===== config.mk =====
export PLATFORM = sky130hd
export DESIGN_NAME = count_seq_monitor
export DESIGN_NICKNAME = d
export VERILOG_FILES = /design/src/rtl/count_seq_monitor.sv
export SDC_FILE = /design/constraint.sdc
export NUM_CORES = 1
export LEC_CHECK = 0
export ABC_CLOCK_PERIOD_IN_PS = 2900
export CAP_MARGIN = 10
export CORE_MARGIN = 2
export CORE_UTILIZATION = 45
export CTS_BUF_LIST = sky130_fd_sc_hd__clkbuf_8 sky130_fd_sc_hd__clkbuf_16
export CTS_CLUSTER_SIZE = 28
export DETAILED_ROUTE_END_ITERATION = 8
export HOLD_SLACK_MARGIN = 0.12
export PLACE_DENSITY = 0.67
export SLEW_MARGIN = 20
export SYNTH_ARGS = -nofsm -noshare
export SYNTH_HDL_FRONTEND = slang
export SYNTH_SLANG_ARGS = --single-unit

===== constraint.sdc =====
create_clock -name clk -period 2.9 [get_ports clk]
set_input_delay 0.58 -clock clk [delete_from_list [all_inputs] [get_ports clk]]
set_output_delay 0.58 -clock clk [all_outputs]
set_load 0.01 [all_outputs]

===== src/rtl/count_seq_monitor.sv =====
// Consumer-side checker for a free-running up-counter bus: predicts prev+1 on every
// enabled sample, locks after a run of good steps, then reports errors, wraps and restarts.
module count_seq_monitor #(
    parameter int WIDTH         = 4,
    parameter int LOCK_COUNT    = 2,
    parameter int ERR_CNT_WIDTH = 8
) (
    input  logic                     clk,
    input  logic                     reset,
    input  logic                     en,
    input  logic [WIDTH-1:0]         q_in,
    output logic                     locked,
    output logic                     err_pulse,
    output logic                     restart_pulse,
    output logic                     wrap_pulse,
    output logic [ERR_CNT_WIDTH-1:0] err_count
);

    typedef enum logic [1:0] {
        S_IDLE,
        S_ACQUIRE,
        S_LOCKED
    } state_t;

    localparam logic [WIDTH-1:0] MAX_VAL  = '1;
    localparam logic [4:0]       LOCK_TGT = 5'(LOCK_COUNT);

    state_t                   r_state, w_state_nxt;
    logic [WIDTH-1:0]         r_prev, w_prev_nxt, w_exp;
    logic [3:0]               r_run, w_run_nxt;
    logic [4:0]               w_run_inc;
    logic                     r_locked, r_err, r_restart, r_wrap;
    logic                     w_err_nxt, w_restart_nxt, w_wrap_nxt;
    logic [ERR_CNT_WIDTH-1:0] r_err_count, w_err_count_nxt;

    assign w_exp     = r_prev + WIDTH'(1);
    assign w_run_inc = {1'b0, r_run} + 5'd1;

    always_comb begin
        w_state_nxt     = r_state;
        w_prev_nxt      = r_prev;
        w_run_nxt       = r_run;
        w_err_nxt       = 1'b0;
        w_restart_nxt   = 1'b0;
        w_wrap_nxt      = 1'b0;
        w_err_count_nxt = r_err_count;
        if (en) begin
            w_prev_nxt = q_in;
            case (r_state)
                S_IDLE: begin
                    w_run_nxt   = 4'd0;
                    w_state_nxt = S_ACQUIRE;
                end
                S_ACQUIRE: begin
                    if (q_in == w_exp) begin
                        w_run_nxt = w_run_inc[3:0];
                        if (w_run_inc == LOCK_TGT) w_state_nxt = S_LOCKED;
                    end else begin
                        w_run_nxt = 4'd0;
                    end
                end
                S_LOCKED: begin
                    if (q_in == w_exp) begin
                        w_wrap_nxt = (r_prev == MAX_VAL);
                    end else if (q_in == '0) begin
                        // Upstream counter reset: legal, stay locked on the new origin
                        w_restart_nxt = 1'b1;
                    end else begin
                        w_err_nxt   = 1'b1;
                        w_run_nxt   = 4'd0;
                        w_state_nxt = S_ACQUIRE;
                        if (r_err_count != '1) w_err_count_nxt = r_err_count + ERR_CNT_WIDTH'(1);
                    end
                end
                default: w_state_nxt = S_IDLE;
            endcase
        end
    end

    always_ff @(posedge clk) begin
        if (reset) begin
            r_state     <= S_IDLE;
            r_prev      <= '0;
            r_run       <= 4'd0;
            r_locked    <= 1'b0;
            r_err       <= 1'b0;
            r_restart   <= 1'b0;
            r_wrap      <= 1'b0;
            r_err_count <= '0;
        end else begin
            r_state     <= w_state_nxt;
            r_prev      <= w_prev_nxt;
            r_run       <= w_run_nxt;
            r_locked    <= (w_state_nxt == S_LOCKED);
            r_err       <= w_err_nxt;
            r_restart   <= w_restart_nxt;
            r_wrap      <= w_wrap_nxt;
            r_err_count <= w_err_count_nxt;
        end
    end

    assign locked        = r_locked;
    assign err_pulse     = r_err;
    assign restart_pulse = r_restart;
    assign wrap_pulse    = r_wrap;
    assign err_count     = r_err_count;

endmodule


==> flow_metrics.py, run 1 <==
metrics = {
    "status": {
        "outcome": "complete, no violations",
    },
    "synthesis": {
        "syn_area_sq_um": 1140,
        "synth-seq-area-share_pct": 38.7,
        "ys_warn_count": 0,
        "synthFlopType": "dfxtp_1",
        "synth_edf_count": 0,
        "synth.area.top_cells": "dfxtp_1, mux2i_1, ha_1, nor2_1, a21oi_1",
        "synth_seq_cells": 22,
        "synth_top_area_share_pct": 38.7,
        "async_reset_ff_share_pct": 0,
        "avgSynthCellArea_sq_um": 8.83,
        "synth.distinct_cells": 38,
        "syn_inst": 129,
        "yosys.area.top_type": "dfxtp_1",
        "synth_nets": 140,
    },
    "cts": {
        "cts_max_level": 1,
        "cts.clk_slew.worst_paths_ps": 70,
        "cts_tree": "yes",
        "hold_buffers": 0,
        "cts_sinks": 22,
        "insertion_delay_ps": 250,
        "numCtsBuffers": 3,
        "cts_resized": 0,
        "post_cts_buffers": 0,
        "cts_root_buffer": "clkbuf_8",
        "max-clock-path-buffers": 2,
    },
    "timing": {
        "fin_tns_setup_ps": 0,
        "slew_headroom_pct": 64.2,
        "skew_ps": 4.59,
        "finalHoldViolCount": 0,
        "fmax_ghz": 0.447,
        "max_slew.worst_pin.slew_ps": 531,
        "rsz0062_at_grt": "false",
        "final-setup-viol-count": 0,
        "drv_slew": 0,
        "fin_crit_ps": 2240,
        "min_period_over_period_pct": 77.1,
    },
    "power": {
        "power.density_nw_per_um2": 394,
        "p_total_mw": 0.549,
        "vdd_drop_max_mv": 0.300,
        "leakage_nw": 0.485,
        "clkPwrFrac_pct": 33.1,
        "p_comb_share_pct": 10.1,
        "sw_frac_of_total_pct": 22.3,
        "p_int_mw": 0.426,
        "power.switching_mw": 0.122,
        "power.share.sequential_pct": 56.8,
    },
    "hold_path": {
        "hold_class": "reg -> reg",
    },
    "detailed_routing": {
        "ant_nets": 0,
        "post-route-drc-count": 0,
        "wl_per_cell_um": 13.1,
        "first_iter_violations": 19,
        "drtPass1Iterations": 4,
        "routed_wl_um": 2340,
        "viasPerCell": 5.72,
        "vias": 1018,
    },
    "global_route": {
        "grt_pass1_wl_um": 3740,
        "grtUsageTotal_pct": 17.6,
        "globalRouteOverflowTotal": 0,
        "antenna_found_initial": 0,
        "grt_max_degree": 14,
        "grt_pass1_vias": 900,
    },
    "final_layout": {
        "layout_common_cells": "dfxtp_1, clkdlybuf4s50_1, nor2_1, a21oi_1, nand2_1",
        "drive_gt1_share_pct": 6.08,
        "syn_to_final_growth_pct": 22.3,
        "multiInputGateArea_sq_um": 652,
        "layout_commonest_cell": "dfxtp_1",
        "layoutNonFillerInstCount": 178,
        "fill_cells": 218,
        "final_nets": 161,
        "seqCellArea_sq_um": 440,
        "fin_util_pct": 57.3,
        "diodes": 0,
    },
    "die": {
        "die_w_um": 54.3,
        "dieArea_sq_um": 2950,
        "start_util_pct": 46.8,
        "io_pins": 19,
        "row_count": 18,
        "coreArea_sq_um": 2430,
        "die_h_um": 54.3,
    },
    "critical_path": {
        "cp.required_ps": 3050,
        "start_kind": "input pin",
        "critPathArrivalTime_ps": 2390,
        "crit_fanout": 13,
        "path_class": "in -> reg",
        "endpoint_kind": "flip-flop",
    },
    "placed_design": {
        "gp_congestion": 0.767,
        "io_buffers": 18,
        "dp_hpwl_um": 1800,
        "dp_cells": 175,
    },
    "job": {
        "drv_cap": 0,
    },
}
[power by group through the flow]
stage	clock network (mW)	logic (mW)	registers, mW
floorplan	0	0.0360	0.317
global placement	0	0.0540	0.319
detailed placement	0	0.0556	0.319
CTS	0.190	0.0557	0.311
global route	0.196	0.0612	0.312
finish	0.182	0.0554	0.312
[metal layers]
metal / vias up / wire, um / global-route usage, %
met5: - / 0 / 0
met4: 0 / 25 / 7.50
met3: 4 / 77 / 3.28
met2: 24 / 1150 / 30.1
met1: 476 / 1090 / 21.3
li1: 514 / - / -
[cell type report]
| type | count | share of cell area (%) |
|---|---|---|
| Clock buffer | 3 | 2.96 |
| Inverter | 5 | 1.35 |
| Multi-Input combinational cell | 97 | 46.8 |
| Sequential cell | 22 | 31.6 |
| Tap cell | 30 | 2.70 |
| Timing Repair Buffer | 21 | 14.6 |
[cells by family after synthesis]
logic type / synth area share, %
and+or+nand+nor: 26.3
muxes: 6.26
adders and majority gates: 4.40
AOI/OAI and AO/OA: 14.5
xor gates and xnor gates: 5.82
DFF: 38.7
buffers and inverters: 4.07
[worst max-delay path, cell delays in order]
cell and delay [ps]:
clkdlybuf4s50_1 470, xor2_1 180, xnor2_1 290, o21ai_2 200, a41oi_1 290, mux2_2 370
[stage by stage]
| step | worst slack (ps) | instance area, sq um | hold WS [ps] |
|---|---|---|---|
| 6_report | 663 | 1390 | 492 |
| 5_1_grt | 545 | 1390 | 528 |
| 4_1_cts | 669 | 1390 | 496 |
| 3_5_place_dp | 391 | 1350 | 489 |
| 3_3_place_gp | 456 | 1350 | 483 |
| 2_1_floorplan | 961 | 1140 | 452 |
[final timing paths]
check	from	slack [ps]	endpoint	cells past startpoint
min reg2reg	r_prev[3]	490	wrap_pulse	2
max	q_in[3]	660	err_count[0]	6
min	r_prev[3]	490	wrap_pulse	2
max reg2reg	r_prev[0]	940	r_state[1]	7
[sequential cells by signal, indices dropped and copies added, names as in the netlist]
register,count
r_prev,4
wrap_pulse,1
r_state,2
r_run,4
restart_pulse,1
locked,1
err_pulse,1
err_count,8
[cells in the mapped netlist, types with 2 or more instances]
master / instances
xor2_1: 2
nand4_1: 6
or4_1: 5
clkbuf_1: 2
mux2i_1: 6
ha_1: 4
nand2_1: 7
nor2b_1: 2
o31ai_1: 4
nand3_1: 5
nand2b_1: 2
nor4_1: 4
xnor2_1: 3
nor2_1: 12
nor3_1: 2
inv_1: 5
and2_1: 2
a21oi_1: 8
dfxtp_1: 22
o211ai_1: 2
nand3b_1: 2
o21ai_0: 6
Note: power is estimated with default switching activity, not from simulation.
==> run 2: changes to the inputs <==
ABC_CLOCK_PERIOD_IN_PS = 1970   (was 2900)
PLACE_DENSITY = 0.7   (was 0.67)
clock period = 1.97 ns   (was 2.9 ns; I/O delays follow)
==> run 2 against run 1 <==
- clock skew is 1.2 ps higher
- sequential cell count stayed put
- critical path depth rose by 2
- die area unchanged
- register-to-register slack worse by 860 ps
- core utilization increased by 6.0 points
- design area grew 11%
- power up 54%
- combinational power increased by 99%
- sequential power increased by 47%
- clock power rose by 52%
- clock-buffer cell count did not move
==> flow_metrics.py, run 2 (synthesis gave the netlist of run 1 again) <==
metrics = {
    "status": {
        "outcome": "complete, no violations",
    },
    "critical_path": {
        "worst-path-stages": 8,
        "cp_num_buf_inv": 3,
        "crit_end": "r_state[0]",
        "endpoint_kind": "flip-flop",
        "cp.required_ps": 2160,
        "r2r_cells": 8,
        "startpoint": "q_in[2]",
        "cp_slowest_cell": "clkdlybuf4s50_1",
        "cpLargestDelayFamily": "buffers and inverters",
        "critPathArrivalTime_ps": 2080,
        "start_kind": "input pin",
        "crit_fanout": 5,
        "cpPeakStageDelay_ps": 500,
        "rr_endpoint": "r_state[0]",
        "path_class": "in -> reg",
        "crit_path_cell_trace": "clkdlybuf4s50_1, xnor3_1, nand3_2, buf_4, nor2_2, clkdlybuf4s15_2, o21a_1, nor3_2",
        "r2r-start": "r_prev[0]",
        "rrSetupSlack_ps": 80,
    },
    "die": {
        "coreArea_sq_um": 2430,
        "io_pins": 19,
        "die_h_um": 54.3,
        "dieArea_sq_um": 2950,
        "start_util_pct": 46.8,
        "row_count": 18,
        "die_w_um": 54.3,
    },
    "detailed_routing": {
        "routed_wl_um": 2720,
        "wl_per_cell_um": 14.2,
        "viasPerCell": 5.60,
        "ant_nets": 0,
        "post-route-drc-count": 0,
        "vias": 1070,
        "first_iter_violations": 19,
        "drtPass1Iterations": 4,
    },
    "cts": {
        "cts_sinks": 22,
        "hold_buffers": 0,
        "max-clock-path-buffers": 2,
        "cts_tree": "yes",
        "cts.clk_slew.worst_paths_ps": 80,
        "insertion_delay_ps": 260,
        "post_cts_buffers": 0,
        "cts_root_buffer": "clkbuf_8",
        "numCtsBuffers": 3,
        "cts_resized": 0,
        "cts_max_level": 1,
    },
    "final_layout": {
        "drive_gt1_share_pct": 17.4,
        "diodes": 0,
        "post-route-cell-area_sq_um": 1540,
        "fin_util_pct": 63.3,
        "final_nets": 174,
        "layoutNonFillerInstCount": 191,
        "layout_commonest_cell": "dfxtp_1",
        "largest_register_ffs": 8,
        "layout_common_cells": "dfxtp_1, clkdlybuf4s50_1, buf_4, nor2_1, a21oi_1",
        "syn_to_final_growth_pct": 35.2,
    },
    "power": {
        "power.density_nw_per_um2": 550,
        "p_total_mw": 0.846,
        "vdd_drop_max_mv": 0.403,
        "leakage_nw": 0.565,
    },
    "placed_design": {
        "io_buffers": 18,
        "gp_congestion": 0.750,
        "dp_cells": 187,
        "dp_hpwl_um": 1920,
        "dpl_worst_slack_ps": -278,
        "placed_area_sq_um": 1440,
    },
    "timing": {
        "slew_headroom_pct": 73.8,
        "finalHoldViolCount": 0,
        "setup_slack_ps": 77.1,
        "whs_ps": 504,
        "fmax_ghz": 0.528,
        "min_period_over_period_pct": 96.1,
        "skew_ps": 5.80,
        "drv_slew": 0,
        "fin_tns_setup_ps": 0,
        "max_slew.worst_pin.slew_ps": 389,
        "final-setup-viol-count": 0,
        "fin_crit_ps": 1890,
    },
    "global_route": {
        "grt_use_met3_pct": 3.28,
        "grt_pass1_vias": 946,
        "grt_max_degree": 14,
        "globalRouteOverflowTotal": 0,
        "grt.busiest_layer": "met2",
        "grt.met1_usage_pct": 23.1,
        "grt_use_met2_pct": 33.5,
        "grt_pass1_wl_um": 4110,
        "antenna_found_initial": 0,
        "grtUsageTotal_pct": 19.2,
    },
    "job": {
        "drv_cap": 0,
    },
    "hold_path": {
        "hold_class": "reg -> reg",
        "min_path_cells": 2,
    },
}
-- run 2: worst min path at each step --
stage	startpoint	end
5_1_grt	r_prev[3]	wrap_pulse
3_3_place_gp	r_prev[3]	wrap_pulse
3_5_place_dp	r_prev[3]	wrap_pulse
6_report	r_prev[3]	wrap_pulse
4_1_cts	r_prev[3]	wrap_pulse
2_1_floorplan	r_prev[3]	wrap_pulse
-- run 2: final cells by class --
type,count,area [sq um]
inverters,5,18.8
flip-flops and latches,22,440
clock buffers,3,41.3
repair buffers,34,307
fillers,211,893
multi-input cells,97,694
well taps,30,37.5
-- run 2: per-layer routing --
layer,vias up,routed length (um),part of all wire [%]
met5,-,0,0
met4,0,36,1.3
met3,5,88,3.2
met2,22,1470,54
met1,506,1120,41
li1,537,-,-
-- run 2: power by group --
| group | internal [mW] | leakage, nW | total (mW) | switching (mW) |
|---|---|---|---|---|
| Clock | 0.137 | 0.0216 | 0.277 | 0.140 |
| Combinational | 0.0576 | 0.365 | 0.110 | 0.0527 |
| Sequential | 0.451 | 0.178 | 0.459 | 0.00804 |
-- run 2: worst register-to-register path, cell delays in order (launching register included) --
cell             delay (ps)
dfxtp_1                 350
ha_1                    310
xnor2_1                 200
nand3_2                 140
buf_4                   160
nor2_2                  130
clkdlybuf4s15_2         290
o21a_1                  150
nor3_2                   50
